File: src/rtl/fetch_controller.sv
//------------------------------------------------------------------------------
// fetch_controller: instruction fetch sequencer with a 2-entry decode queue.
// Optional macro FETCH_BOUNDS_CHECK_EN: out-of-range fetches become faulting NOPs.
// Revision: 1.0
//------------------------------------------------------------------------------
`default_nettype none

module fetch_controller #(
    parameter int                 XLEN      = 64,
    parameter logic [XLEN-1:0]    RESET_PC  = '0,
    parameter int                 MEM_BYTES = 1024
) (
    input  logic            clk,
    input  logic            rst_n,
    input  logic            fetch_en,
    output logic [XLEN-1:0] imem_addr,
    input  logic [31:0]     imem_instr,
    input  logic            redirect_valid,
    input  logic [XLEN-1:0] redirect_pc,
    output logic            out_valid,
    input  logic            out_ready,
    output logic [XLEN-1:0] out_pc,
    output logic [31:0]     out_instr,
    output logic            out_fault,
    output logic            busy
);

    localparam logic [31:0] NOP_INSTR = 32'h0000_0013;

    typedef struct packed {
        logic [XLEN-1:0] pc;
        logic [31:0]     instr;
        logic            fault;
    } entry_t;

    logic [XLEN-1:0] fetch_pc_q, fetch_pc_d;
    logic [XLEN-1:0] req_pc_q,   req_pc_d;
    logic            req_fault_q, req_fault_d;
    logic            inflight_q, inflight_d;
    logic            frozen_q,   frozen_d;
    logic [1:0]      count_q,    count_d;
    entry_t          ent_q [2];
    entry_t          ent_d [2];

    logic            w_deq;
    logic            w_enq;
    logic            w_issue;
    logic            w_oob;
    logic [2:0]      w_occ;
    entry_t          w_new;
    logic [33:0]     w_unused_cfg;

`ifdef FETCH_BOUNDS_CHECK_EN
    assign w_oob = fetch_pc_q > (XLEN'(MEM_BYTES) - XLEN'(4));
`else
    assign w_oob = 1'b0;
`endif

    // Low redirect bits are forced to zero; MEM_BYTES only matters with bounds checking.
    assign w_unused_cfg = {redirect_pc[1:0], 32'(MEM_BYTES)};

    assign imem_addr = fetch_pc_q;
    assign out_valid = (count_q != 2'd0);
    assign out_pc    = ent_q[0].pc;
    assign out_instr = ent_q[0].instr;
    assign out_fault = ent_q[0].fault;
    assign busy      = (count_q != 2'd0) | inflight_q;

    always_comb begin
        w_deq   = out_valid & out_ready;
        w_enq   = inflight_q & ~redirect_valid;
        // Slots committed after this cycle: deq implies count>=1, so no underflow.
        w_occ   = {1'b0, count_q} + {2'b00, inflight_q} - {2'b00, w_deq};
        w_issue = fetch_en & ~redirect_valid & ~frozen_q & (w_occ < 3'd2);

        w_new.pc    = req_pc_q;
        w_new.instr = req_fault_q ? NOP_INSTR : imem_instr;
        w_new.fault = req_fault_q;
    end

    always_comb begin
        fetch_pc_d  = fetch_pc_q;
        req_pc_d    = req_pc_q;
        req_fault_d = req_fault_q;
        inflight_d  = 1'b0;
        frozen_d    = frozen_q;

        if (redirect_valid) begin
            fetch_pc_d = {redirect_pc[XLEN-1:2], 2'b00};
            frozen_d   = 1'b0;
        end else if (w_issue) begin
            inflight_d  = 1'b1;
            req_pc_d    = fetch_pc_q;
            req_fault_d = w_oob;
            if (w_oob) begin
                frozen_d = 1'b1;
            end else begin
                fetch_pc_d = fetch_pc_q + XLEN'(4);
            end
        end
    end

    // Head is always slot 0; a dequeue shifts slot 1 down before the tail write.
    always_comb begin
        ent_d   = ent_q;
        count_d = count_q;

        if (redirect_valid) begin
            count_d = 2'd0;
        end else begin
            if (w_deq) begin
                ent_d[0] = ent_q[1];
                count_d  = count_q - 2'd1;
            end
            if (w_enq) begin
                ent_d[count_d[0]] = w_new;
                count_d           = count_d + 2'd1;
            end
        end
    end

    always_ff @(posedge clk or negedge rst_n) begin
        if (!rst_n) begin
            fetch_pc_q  <= RESET_PC;
            req_pc_q    <= '0;
            req_fault_q <= 1'b0;
            inflight_q  <= 1'b0;
            frozen_q    <= 1'b0;
            count_q     <= 2'd0;
            ent_q[0]    <= '0;
            ent_q[1]    <= '0;
        end else begin
            fetch_pc_q  <= fetch_pc_d;
            req_pc_q    <= req_pc_d;
            req_fault_q <= req_fault_d;
            inflight_q  <= inflight_d;
            frozen_q    <= frozen_d;
            count_q     <= count_d;
            ent_q[0]    <= ent_d[0];
            ent_q[1]    <= ent_d[1];
        end
    end

endmodule

`default_nettype wire

File: config.mk
export PLATFORM = sky130hd
export DESIGN_NAME = fetch_controller
export DESIGN_NICKNAME = d
export VERILOG_FILES = /design/src/rtl/fetch_controller.sv
export SDC_FILE = /design/constraint.sdc
export NUM_CORES = 1
export LEC_CHECK = 0
export ABC_AREA = 1
export ABC_CLOCK_PERIOD_IN_PS = 3030
export CELL_PAD_IN_SITES_DETAIL_PLACEMENT = 0
export CELL_PAD_IN_SITES_GLOBAL_PLACEMENT = 1
export CORE_MARGIN = 5
export CORE_UTILIZATION = 39
export CTS_CLUSTER_SIZE = 16
export DETAILED_ROUTE_END_ITERATION = 12
export PLACE_DENSITY = 0.85
export SLEW_MARGIN = 20
export SYNTH_ARGS = -nofsm -noshare
export SYNTH_HDL_FRONTEND = slang
export SYNTH_SLANG_ARGS = --single-unit
File: constraint.sdc
create_clock -name clk -period 3.03 [get_ports clk]
set_clock_uncertainty 0.2 [all_clocks]
set_input_delay 0.606 -clock clk [delete_from_list [all_inputs] [get_ports clk]]
set_output_delay 0.606 -clock clk [all_outputs]
set_load 0.02 [all_outputs]
* After elaboration in Yosys (flattened, before gate mapping)
Index checks and enable logic that the tools add are counted.
** Storage, ports and cells
- Flip-flop bits (word level) :: 325
- Input bits :: 101
- Output and inout port bits :: 163
** Cells by class
- $add $sub $neg :: 5
- $lt $le $gt $ge :: 3
- Muxes and demuxes :: 14
- Bitwise logic cells :: 7
- Reduce and logical (&&, ||, !) cells :: 5
** Operator list (number)
- 2-to-1 mux 97 bit :: 3
- bitwise mux 194 bit :: 1
- 2-to-1 mux 194 bit :: 1
- 2-to-1 mux 64 bit :: 2
- demux 97 bit (select 1 bit) :: 1
- adder 64 x 3 -> 64 bit (second input constant) :: 1
- 2-to-1 mux 2 bit :: 4
- bitwise AND 1 bit :: 4
- AND reduction 2 bit :: 2
- nonzero test 2 bit :: 2
- adder 2 x 1 -> 3 bit :: 1
- less-than comparator 3 x 2 -> 1 bit (second input constant) :: 1
- subtractor 3 x 1 -> 3 bit :: 1
- adder 2 x 1 -> 2 bit (second input constant) :: 1
- >= comparator 2 bit (second input constant) :: 1
- less-than comparator 2 x 1 -> 1 bit (second input constant) :: 1
- 2-to-1 mux 1 bit :: 2
- inverter 1 -> 2 bit :: 1
- subtractor 2 x 1 -> 2 bit (second input constant) :: 1
- logical AND 1 bit :: 1
- inverter 1 bit :: 1
- bitwise OR 1 bit :: 1

* Depth between registers and ports, before layout
- Depth in word-level cells :: 11
- Depth in mapped cells :: 21
- Gate-level depth less buffers :: 20

* Worst setup path before layout
No wires, ideal clock.
- Kind :: register -> register
- From :: register count_q[1]
- To :: register fetch_pc_q[44], in the netlist imem_addr[44]
- Library setup time :: 0.128 ns
- Arrival :: 2.448 ns
- Data required time :: 2.702 ns
- Setup slack :: 0.254 ns
- Stages on the path, launching flop included :: 17
- Clock period less this slack :: 2.776 ns
- Cells stage by stage :: dfrtp_1 > inv_2 > ha_1 > inv_2 > nand2_2 > nand2_1 > nand2_2 > inv_1 > nand2_1 > fa_1 > nand2_1 > nor2_1 > nand2_2 > nand2_2 > clkbuf_1 > o21ai_0 > nand3b_1
** Between the ends
- Longest elaborated chain between the ends :: 6
- Elaborated cells on any way between the ends :: 7
** Ends and longest elaborated chain
- start: declaration :: line 41 : logic [1:0] count_q, count_d;
- start signal: assignment :: line 138 : count_q <= count_d;
- nonzero test 2 bit :: line 63 : assign out_valid = (count_q != 2'd0);
- via out_valid :: line 20 : output logic out_valid,
- bitwise AND 1 bit :: line 70 : w_deq = out_valid & out_ready;
- subtractor 3 x 1 -> 3 bit :: line 73 : w_occ = {1'b0, count_q} + {2'b00, inflight_q} - {2'b00, w_deq};
- less-than comparator 3 x 2 -> 1 bit :: line 74 : w_issue = fetch_en & ~redirect_valid & ~frozen_q & (w_occ < 3'd2);
- bitwise AND 1 bit :: line 74
- nonzero test 2 bit (no line)
- end signal: assignment :: line 133 : fetch_pc_q <= fetch_pc_d;
- end: declaration :: line 36 : logic [XLEN-1:0] fetch_pc_q, fetch_pc_d;
The timed path passes the listed nets, and every way through them passes these cells.
A chain may end at the register's enable or synchronous reset.

* Worst setup path in the final report
- From :: register count_q[1]
- To :: register fetch_pc_q[62], in the netlist imem_addr[62]
** Between the ends
- Longest elaborated chain between the ends :: 6
- Elaborated cells on any way between the ends :: 7
** Ends and longest elaborated chain (line)
- parallel branches: the longest is 2 deep, another holds adder 2 x 1 -> 3 bit
- subtractor 3 x 1 -> 3 bit (*) :: 73
- less-than comparator 3 x 2 -> 1 bit (*) :: 74
- bitwise AND 1 bit (*) :: 74
- nonzero test 2 bit (no line) (*)
Mark *: on every way between the ends.

==> results.toml <==
[setup_path]
r2r_start = "count_q[1]$_DFF_PN0_"
start_kind = "flip-flop"
cp_common_cell = "inv_2"
crit_chain = "inv_2, ha_4, inv_2, nand2_4, inv_2, nand2_1, nand2_2, inv_2, nand2_2, fa_1, nand2_1, nor2_4, nand2_8, nand2_8, buf_6, o21ai_0, inv_1, nand3_1"
end_kind = "flip-flop"
cp-startpoint = "count_q[1]$_DFF_PN0_"
worstPathMaxFanout = 7
cpPeakStageDelay_ps = 480
cp.arrival_ps = 3140
cp_slowest_cell = "fa_1"
crit_type = "flip-flop to flip-flop"
worstPathRequired_ps = 3260

[synthesis]
ys_ff_latch = 319
netlist.area_leader.share_pct = 49.6
synth_common_cells = "nor2_1, nand2_1, dfrtp_1"
yosysMostFrequentCell = "nor2_1"
async_flop_share_pct = 100
yosys_warnings = 0
synthCells = 2101
synth_edf_count = 0
synth_cell_types = 31
synthFlopType = "dfrtp_1"
synth_area_mm2 = 0.0161
synth_top_area_cell = "dfrtp_1"
syn_area_per_cell_um2 = 7.66
synth_seq_area_share_pct = 49.6
synthTopCellsByArea = "dfrtp_1, nor2_1, nand2_1"

[sta]
hold_violations = 0
finalMaxSlewViolations = 0
setup_viol = 0
max_slew_margin_pct = 55.3
timing.final.crit_share_pct = 96.1
fmax_ghz = 0.343
period_minus_slack_ps = 2910
max_slew.worst_pin.slew_ps = 671

[job]
max-cap-violations = 0

[floorplan]
row_count = 74
die-area_mm2 = 0.0455
fp.dieH_um = 213
coreArea_mm2 = 0.0408
initial_core_util_pct = 39.4
fp.dieW_um = 213
io_pins = 264

[final_layout]
final_util_pct = 49.7
antenna_cells = 0
synthToLayoutAreaGrowth_pct = 26.0
fin_nets = 2373
fin_area_mm2 = 0.0203
drive_gt1_share_pct = 7.49
layout.cells.non_filler = 2828

[global_route]
grt_pass1_vias = 13550
grt_max_degree = 107
grt_pass1_wl_mm = 77.6
grt-ovfl-total = 0
antenna_found_initial = 0
track_usage_pct = 21.9

[place]
hpwl_mm = 36.2
portBuffers = 259
placed_cells = 2749
dpl-instance-area_mm2 = 0.0187
routabilityCongestion = 0.886

[power]
p_per_area_mw_per_mm2 = 1060
leakage_nw = 8.90
irDropWorstVdd_v = 0.000412
power_w = 0.0216

[clock_network]
clock_sinks = 319
cts_buffers = 37
cts_root_buf = "clkbuf_16"
clk_pin_slew_ps = 70
cts_buffer_depth = 3
clock_latency_ps = 550
cts_max_level = 2
cts_tree = "built"

[routing]
routedWlPerCell_um = 18.3
vias = 13943
dr.pass1.iters = 6
viasPerCell = 4.93
ant_nets = 0
wl_mm = 51.8
drc_errors = 0
drt_first_iter_violations = 1417

[run_status]
status = "finished, final reports clean"

[min_path]
hold_path_class = "flip-flop to flip-flop"
hold_path.startpoint = "ent_q[0]$_DFFE_PN0P_"
## cells in the final DEF (no fill, tap or decap), types with 3 or more instances in the layout
master and count:
nor2_1 449, nand2_1 402, dfrtp_1 319, clkdlybuf4s50_1 257, o21ai_0 244, inv_1 198, nand3_1 155, clkbuf_16 43
buf_4 30, nand3b_1 23, o21ai_1 22, nor2_2 19, buf_12 18, nand4_1 11, xor2_1 10, nand2_2 8
o21bai_1 8, clkbuf_8 8, inv_2 7, nor2_4 7, o211ai_1 7, clkinv_2 6, clkbuf_1 5, nand2_4 4
a21oi_1 4, clkinvlp_4 4, clkinv_4 3, buf_6 3
## registers in the layout (all words and copies together), names as in the netlist
| register | cells |
|---|---|
| inflight_q | 1 |
| out_pc | 64 |
| out_instr | 32 |
| count_q | 2 |
| req_pc_q | 62 |
| ent_q | 95 |
| out_fault | 1 |
| imem_addr | 62 |
## kinds of logic after synthesis
kind of cell	Yosys count	synth area share [%]
xor gates and xnor gates	11	0.598
and+or+nand+nor	1080	27.7
AOI/OAI and AO/OA	287	9.20
other	1	0.0233
DFF	319	49.6
muxes	1	0.0622
adders and majority gates	4	0.357
buffers and inverters	398	12.5
## through the flow
| stage | TNS (ps) | hold WS (ps) | setup slack, ps |
|---|---|---|---|
| 2_1_floorplan | 0 | 110 | 254 |
| 3_3_place_gp | -11400 | 251 | -231 |
| 3_5_place_dp | -12380 | 253 | -214 |
| 4_1_cts | 0 | 243 | 46.8 |
| 5_1_grt | -1230 | 308 | -44.7 |
| 6_report | 0 | 264 | 117 |
## cell type report
type	count	area (um2)
multi-input combinational	1386	6230
clock buffer	51	1080
sequential	319	7980
clock inverter	16	163
fill	3993	20500
inverter	207	785
tap	532	666
timing repair buffer	317	3370
## metal layers
metal	global-route usage, %	vias to the layer above	part of all wire (%)
met3	4.39	82	6.6
met5	0	-	0
met1	31.2	6561	45
li1	-	6846	-
met4	6.12	0	2.8
met2	34.3	454	45
## where the power goes
group | internal [W] | switching (W)
registers | 0.00628 | 0.00160
clock network | 0.00268 | 0.00184
logic | 0.00382 | 0.00534
total | 0.0128 | 0.00878
## worst max-delay path: cells and delay by family (launching register included)
kind	cells	cell delay [ps]
flops	1	400
buf+inv	6	490
fa+ha+maj	2	620
simple gates	9	980
compound gates	1	90
## worst paths after layout
check,end,slack [ps],cells after the start
worst max-delay path,imem_addr[62]$_DFFE_PN0P_,120,18
worst max register to register,imem_addr[62]$_DFFE_PN0P_,120,18
worst min-delay path,ent_q[0]$_DFFE_PN0P_,260,2
worst min register to register,ent_q[0]$_DFFE_PN0P_,260,2
min in group asynchronous,req_pc_q[9]$_DFFE_PN0P_,340,2
max in group asynchronous,imem_addr[45]$_DFFE_PN0P_,1560,3
## what timing repair did
action | in CTS | in global routing
resized for setup | 0 | 37
endpoints found under the setup margin | 0 | 87
hold endpoints to repair | 36 | 0
hold buffers | 1 | 0
setup buffers | 0 | 3
No activity file was read; power rests on OpenSTA's default activity.
